$ cat src/rtl/card_pkg.sv
// ============================================================================
// Module      : card_pkg
// Description : Shared types and defaults for the 1402 card read capture.
// Revision    : 1.0 - initial release
// ============================================================================
`default_nettype none

package card_pkg;

    typedef enum logic [1:0] {
        ST_IDLE    = 2'd0,
        ST_CAPTURE = 2'd1,
        ST_UNLOAD  = 2'd2
    } card_state_t;

    // Buffer row slots in cam order: rows 12 and 11 come before 0..9.
    typedef enum logic [3:0] {
        ROW12 = 4'd0,  ROW11 = 4'd1,  ROW0 = 4'd2,  ROW1 = 4'd3,
        ROW2  = 4'd4,  ROW3  = 4'd5,  ROW4 = 4'd6,  ROW5 = 4'd7,
        ROW6  = 4'd8,  ROW7  = 4'd9,  ROW8 = 4'd10, ROW9 = 4'd11
    } row_slot_t;

    localparam int DEF_COLS        = 80;
    localparam int DEF_ROWS        = 12;
    localparam int DEF_ARM_ANGLE   = 0;
    localparam int DEF_ABORT_ANGLE = 240;

endpackage

`default_nettype wire

$ cat src/rtl/card_row_buf.sv
// ============================================================================
// Module      : card_row_buf
// Description : ROWS x COLS card image; row-wide write, column-wide read.
// Revision    : 1.0 - initial release
// ============================================================================
`default_nettype none

module card_row_buf #(
    parameter int COLS = 80,
    parameter int ROWS = 12
) (
    input  logic                      clk,
    input  logic                      wr_en,
    input  logic [$clog2(ROWS)-1:0]   wr_row,
    input  logic [COLS-1:0]           wr_data,
    input  logic [$clog2(COLS)-1:0]   rd_col,
    output logic [ROWS-1:0]           rd_code
);

    logic [COLS-1:0] mem_q [ROWS];

    always_ff @(posedge clk) begin
        if (wr_en) begin
            mem_q[wr_row] <= wr_data;
        end
    end

    // Slot 0 lands on the code MSB so the code reads 12,11,0..9 left to right.
    always_comb begin
        rd_code = '0;
        for (int r = 0; r < ROWS; r++) begin
            rd_code[ROWS-1-r] = mem_q[r][rd_col];
        end
    end

endmodule

`default_nettype wire

$ cat src/rtl/card_read_capture.sv
// ============================================================================
// Module      : card_read_capture
// Description : Samples 12 brush rows per clutched revolution, then unloads
//               the card column by column as Hollerith codes (valid/ready).
//               Optional READ_CHECK_EN adds a brush/check-brush popcount compare.
// Revision    : 1.0 - initial release
// ============================================================================
`default_nettype none

module card_read_capture
    import card_pkg::*;
#(
    parameter int COLS        = DEF_COLS,
    parameter int ROWS        = DEF_ROWS,
    parameter int ARM_ANGLE   = DEF_ARM_ANGLE,
    parameter int ABORT_ANGLE = DEF_ABORT_ANGLE
) (
    input  logic                    clk,
    input  logic                    rst,
    input  logic [31:0]             clch_angle,
    input  logic                    sccb,
    input  logic                    card_present,
    input  logic [COLS-1:0]         brush,
    input  logic [COLS-1:0]         brush_chk,
    input  logic                    err_clr,
    input  logic                    col_ready,
    output logic                    col_valid,
    output logic [$clog2(COLS)-1:0] col_idx,
    output logic [ROWS-1:0]         col_code,
    output logic                    busy,
    output logic                    card_done,
    output logic                    overrun,
    output logic                    short_read,
    output logic                    read_err
);

    localparam int CW = $clog2(COLS);
    localparam int RW = $clog2(ROWS);

    card_state_t    state_q;
    logic [RW-1:0]  row_cnt_q;
    logic           sccb_q;
    logic           col_valid_q;
    logic [CW-1:0]  col_idx_q;
    logic           busy_q;
    logic           card_done_q;
    logic           overrun_q;
    logic           short_read_q;

    logic           w_arm;
    logic           w_abort;
    logic           w_sample;
    logic           w_last_row;
    logic           w_xfer;
    logic           w_last_col;
    logic [ROWS-1:0] w_rd_code;

    assign w_arm      = (clch_angle == 32'(ARM_ANGLE)) && card_present;
    // row_cnt never reaches ROWS while capturing, so the angle alone decides.
    assign w_abort    = (clch_angle == 32'(ABORT_ANGLE));
    assign w_sample   = (state_q == ST_CAPTURE) && sccb && !sccb_q && !w_abort;
    assign w_last_row = (row_cnt_q == RW'(ROW9));
    assign w_xfer     = col_valid_q && col_ready;
    assign w_last_col = (col_idx_q == CW'(COLS - 1));

`ifdef READ_CHECK_EN
    localparam int PCW = $clog2(COLS + 1);
    logic [PCW-1:0] w_pc_brush;
    logic [PCW-1:0] w_pc_chk;
    logic           w_row_mismatch;
    logic           chk_acc_q;
    logic           read_err_q;

    always_comb begin
        w_pc_brush = '0;
        w_pc_chk   = '0;
        for (int i = 0; i < COLS; i++) begin
            w_pc_brush = w_pc_brush + PCW'(brush[i]);
            w_pc_chk   = w_pc_chk   + PCW'(brush_chk[i]);
        end
    end

    assign w_row_mismatch = (w_pc_brush != w_pc_chk);
    assign read_err       = read_err_q;
`else
    logic w_unused_chk;
    assign w_unused_chk = ^brush_chk;
    assign read_err     = 1'b0;
`endif

    card_row_buf #(
        .COLS (COLS),
        .ROWS (ROWS)
    ) u_row_buf (
        .clk     (clk),
        .wr_en   (w_sample),
        .wr_row  (row_cnt_q),
        .wr_data (brush),
        .rd_col  (col_idx_q),
        .rd_code (w_rd_code)
    );

    always_ff @(posedge clk or posedge rst) begin
        if (rst) begin
            state_q      <= ST_IDLE;
            row_cnt_q    <= '0;
            sccb_q       <= 1'b0;
            col_valid_q  <= 1'b0;
            col_idx_q    <= '0;
            busy_q       <= 1'b0;
            card_done_q  <= 1'b0;
            overrun_q    <= 1'b0;
            short_read_q <= 1'b0;
`ifdef READ_CHECK_EN
            chk_acc_q    <= 1'b0;
            read_err_q   <= 1'b0;
`endif
        end else begin
            sccb_q      <= sccb;
            card_done_q <= 1'b0;

            // Clears come first so a same-cycle set further down wins.
            if (err_clr) begin
                overrun_q    <= 1'b0;
                short_read_q <= 1'b0;
`ifdef READ_CHECK_EN
                read_err_q   <= 1'b0;
`endif
            end

            case (state_q)
                ST_IDLE: begin
                    if (w_arm) begin
                        state_q   <= ST_CAPTURE;
                        busy_q    <= 1'b1;
                        row_cnt_q <= '0;
`ifdef READ_CHECK_EN
                        chk_acc_q <= 1'b0;
`endif
                    end
                end

                ST_CAPTURE: begin
                    if (w_abort) begin
                        state_q      <= ST_IDLE;
                        busy_q       <= 1'b0;
                        short_read_q <= 1'b1;
                    end else if (w_sample) begin
`ifdef READ_CHECK_EN
                        chk_acc_q <= chk_acc_q | w_row_mismatch;
`endif
                        if (w_last_row) begin
                            state_q     <= ST_UNLOAD;
                            col_valid_q <= 1'b1;
                            col_idx_q   <= '0;
`ifdef READ_CHECK_EN
                            if (chk_acc_q || w_row_mismatch) begin
                                read_err_q <= 1'b1;
                            end
`endif
                        end else begin
                            row_cnt_q <= row_cnt_q + RW'(1);
                        end
                    end
                end

                ST_UNLOAD: begin
                    if (w_xfer && w_last_col) begin
                        card_done_q <= 1'b1;
                        col_valid_q <= 1'b0;
                        col_idx_q   <= '0;
                        state_q     <= ST_IDLE;
                        busy_q      <= 1'b0;
                    end else if (w_xfer) begin
                        col_idx_q <= col_idx_q + CW'(1);
                    end

                    // A new card at the station pre-empts the unload.
                    if (w_arm) begin
                        if (!(w_xfer && w_last_col)) begin
                            overrun_q <= 1'b1;
                        end
                        state_q     <= ST_CAPTURE;
                        busy_q      <= 1'b1;
                        col_valid_q <= 1'b0;
                        col_idx_q   <= '0;
                        row_cnt_q   <= '0;
`ifdef READ_CHECK_EN
                        chk_acc_q   <= 1'b0;
`endif
                    end
                end

                default: begin
                    state_q     <= ST_IDLE;
                    busy_q      <= 1'b0;
                    col_valid_q <= 1'b0;
                end
            endcase
        end
    end

    assign col_valid  = col_valid_q;
    assign col_idx    = col_idx_q;
    assign col_code   = col_valid_q ? w_rd_code : '0;
    assign busy       = busy_q;
    assign card_done  = card_done_q;
    assign overrun    = overrun_q;
    assign short_read = short_read_q;

endmodule

`default_nettype wire

$ cat config.mk
export PLATFORM = sky130hd
export DESIGN_NAME = card_read_capture
export DESIGN_NICKNAME = d
export VERILOG_FILES = /design/src/rtl/card_pkg.sv /design/src/rtl/card_row_buf.sv /design/src/rtl/card_read_capture.sv
export SDC_FILE = /design/constraint.sdc
export NUM_CORES = 1
export LEC_CHECK = 0
export ABC_AREA = 1
export ABC_CLOCK_PERIOD_IN_PS = 17730
export CAP_MARGIN = 20
export CORE_MARGIN = 2
export CORE_UTILIZATION = 50
export DETAILED_ROUTE_END_ITERATION = 6
export GPL_TIMING_DRIVEN = 0
export MAX_ROUTING_LAYER = met4
export PLACE_DENSITY = 0.78
export RECOVER_POWER = 50
export SLEW_MARGIN = 15
export SYNTH_ARGS = -nofsm -noshare
export SYNTH_HDL_FRONTEND = slang
export SYNTH_HIERARCHICAL = 1
export SYNTH_SLANG_ARGS = --single-unit
$ cat constraint.sdc
create_clock -name clk -period 17.73 [get_ports clk]
set_input_delay 5.319 -clock clk [delete_from_list [all_inputs] [get_ports clk]]
set_output_delay 5.319 -clock clk [all_outputs]
set_load 0.01 [all_outputs]
==> impl_metrics.env <==
export IMPL_area_growth_synth_to_final_pct=16.57
export IMPL_cts_made_buffers=97
export IMPL_cp_max_fo=10
export IMPL_stdcell_area_um2=48030
export IMPL_clk_path_buf_depth=3
export IMPL_gp_congestion=1.026
export IMPL_hold_viol=0
export IMPL_worstSetupEndpointType="output port"
export IMPL_die_w_um=291.1
export IMPL_drc=0
export IMPL_crit_arrival_ns=4.28
export IMPL_ys_seq_area_frac=0.7112
export IMPL_final_cell_mix="1210 x nand2_1, 960 x edfxtp_1, 615 x nand3_1"
export IMPL_ant_nets=0
export IMPL_dp_cells=4944
export IMPL_total_power_w=0.006102
export IMPL_wl_per_cell_um=24.37
export IMPL_die_h_um=291.1
export IMPL_cts_sinks=979
export IMPL_ir_worst_vdd_mv=0.07788
export IMPL_leakage_nw=18.40
export IMPL_rsz0062_at_grt="false"
export IMPL_grt_use_total=0.2973
export IMPL_syn_nets=3873
export IMPL_drv_cap=0
export IMPL_layout_commonest_cell="nand2_1"
export IMPL_syn_cell_area_um2=41200
export IMPL_grt_max_degree=26
export IMPL_worstMarginPinSlew_ns=0.9804
export IMPL_cts_tree="built"
export IMPL_die_area_um2=84720
export IMPL_setup_violations=0
export IMPL_crit_type="reg2out"
export IMPL_fmax_mhz=104.1
export IMPL_worstSetupStartpointType="register"
export IMPL_port_buffers=141
export IMPL_num_vias=30220
export IMPL_routed_wl_mm=125.0
export IMPL_cts_resized_gates=0
export IMPL_drive_above_1_share=0.09524
export IMPL_yosysWarnings=6
export IMPL_core_area_um2=81850
export IMPL_grt_overflow_total=0
export IMPL_syn_inst=3669
export IMPL_multiInputGateArea_um2=9637
export IMPL_period_share=0.5417
export IMPL_hp_class="reg2reg"
export IMPL_cts_setup_buffers=0
export IMPL_rows=105
export IMPL_drtIter0Drc=4663
export IMPL_period_minus_slack_ns=9.604
export IMPL_io_pins=223
export IMPL_finalCoreUtilization=0.5868
export IMPL_start_util=0.5034
export IMPL_ys_ff_latch=979
export IMPL_clkSlewWorstSetupHoldPaths_ns=0.06
export IMPL_fillers=6275
export IMPL_status="finished, final reports clean"
export IMPL_syn_avg_cell_area_um2=11.23
export IMPL_dpl_cell_area_um2=45050
export IMPL_holdBufCountCts=0
export IMPL_vias_per_cell=5.894
export IMPL_grt_pass1_wl_mm=179.1
export IMPL_fin_nets=4177
export IMPL_antenna_found_initial=12
export IMPL_h_tree_depth=3
export IMPL_synth_cell_types=32
export IMPL_crit_required_ns=12.41
export IMPL_first_pass_iters=6
export IMPL_finalClockSkew_ns=0.02313
export IMPL_slew_viol_final=0
export IMPL_max_slew_margin=0.3464
export IMPL_insertion_delay_ns=0.67
export IMPL_dp_hpwl_mm=85.41
export IMPL_finalNonFillerCells=5128
export IMPL_grt_pass1_vias=28240
export IMPL_p_per_area_nw_per_um2=127.0
export IMPL_regArea_um2=29300
export IMPL_clockRootBuffer="clkbuf_16"
[where the power goes]
group          internal, W  leakage, nW  switching, W
logic             0.000429         8.04       0.00111
registers          0.00258         8.89     0.0000206
clock network      0.00109         1.47      0.000871
total              0.00410         18.4       0.00200
[Yosys cell counts]
| library cell | number | area (um^2) |
|---|---|---|
| o221ai_1 | 34 | 297.8 |
| buf_2 | 86 | 430.4 |
| nand4_1 | 4 | 25.02 |
| o21ai_0 | 95 | 475.5 |
| inv_2 | 7 | 26.28 |
| buf_4 | 35 | 262.8 |
| clkinv_1 | 1 | 3.750 |
| nor2_1 | 150 | 563.0 |
| o21ai_1 | 3 | 15.01 |
| xnor2_1 | 1 | 8.760 |
| nor2_2 | 8 | 50.05 |
| nor2_4 | 5 | 56.30 |
| xor2_1 | 6 | 52.55 |
| conb_1 | 1 | 3.750 |
| buf_1 | 14 | 52.55 |
| nand3_2 | 3 | 30.03 |
| dfrtp_1 | 19 | 475.5 |
| nand2_2 | 12 | 75.07 |
| buf_6 | 23 | 259.0 |
| inv_1 | 287 | 1077 |
| edfxtp_1 | 960 | 28830 |
| nor3_4 | 1 | 16.27 |
| nand3_1 | 613 | 3068 |
| nand3_4 | 1 | 17.52 |
| o22ai_1 | 14 | 87.58 |
| ha_1 | 6 | 75.07 |
| nand2_4 | 1 | 11.26 |
| clkbuf_1 | 50 | 187.7 |
| nor3_1 | 4 | 20.02 |
| o211ai_1 | 14 | 105.1 |
| nand2_1 | 1210 | 4542 |
| a21oi_1 | 1 | 5.000 |
[through the flow]
stage	hold slack [ns]	TNS, ns	setup WS (ns)
floorplan	0.4980	0	5.790
global placement	0.4720	-4.712	-0.07244
detailed placement	0.4689	0	8.947
CTS	0.4841	0	8.216
global route	0.5029	0	8.030
finish	0.4744	0	8.126
[per-layer routing]
metal  share of wire  routed length [um]  up-vias  GRT usage
met5               0                   0        -          -
met3            0.13               16730      402    0.06383
li1                -                   -    13140          -
met2            0.47               58590     2301     0.4629
met1            0.35               43700    14380     0.3795
met4           0.048                5971        0     0.1259
[cells by family (layout without fill, tap and decap cells)]
kind of cell	Yosys count	after routing	synth area share
and+or+nand+nor	2012	2012	0.2057
DFF	979	979	0.7112
buffers and inverters	503	887	0.05581
AOI/OAI and AO/OA	161	161	0.02393
xor gates and xnor gates	7	7	0.001488
adders and majority gates	6	6	0.001822
other	1	6	0.00009101
[final cells by class]
cell class                      instances  area share
Antenna cell                            5   0.0002605
Buffer                                208     0.02483
Clock buffer                          115     0.05239
Clock inverter                         64     0.01032
Inverter                              295     0.02305
Multi-Input combinational cell       2187      0.2006
Sequential cell                       979      0.6101
Tap cell                             1070     0.02787
Timing Repair Buffer                  205     0.05054
[path summary, 6_finish.rpt]
| check | cells past startpoint | from | end | slack, ns |
|---|---|---|---|---|
| max reg2reg | 14 | state_q[1]$_DFFE_PP0P_ | u_row_buf/mem_q[0][60]$_DFFE_PP_ | 14.28 |
| min reg2reg | 2 | short_read$_DFF_PP0_ | short_read$_DFF_PP0_ | 0.47 |
| max | 18 | col_idx[0]$_DFFE_PP0P_ | col_code[1] | 8.13 |
| min | 2 | short_read$_DFF_PP0_ | short_read$_DFF_PP0_ | 0.47 |
| max in group asynchronous | 2 | rst | col_idx[1]$_DFFE_PP0P_ | 11.94 |
| min in group asynchronous | 2 | rst | state_q[0]$_DFFE_PP0P_ | 5.27 |
[flip-flops by register name, indices dropped and copies added, names as in the netlist]
register	flops
busy	1
card_done	1
col_idx	7
col_valid	1
overrun	1
row_cnt_q	4
sccb_q	1
short_read	1
state_q	2
u_row_buf/mem_q	960
[worst max-delay path, stage by stage (launching register included)]
cell and delay, ns:
dfrtp_1 0.60, inv_2 0.18, buf_6 0.23, clkbuf_1 0.76, nand2_1 0.10, nand2_1 0.10, nand2_1 0.07, nand3_1 0.14
nand3_1 0.10, nand2_1 0.14, nand2_1 0.07, nand2_1 0.11, inv_1 0.05, nand2_1 0.05, nand2_1 0.06, nand2_1 0.19
nand2_1 0.09, inv_1 0.07, clkdlybuf4s50_1 0.53
No activity file was read; power rests on OpenSTA's default activity.
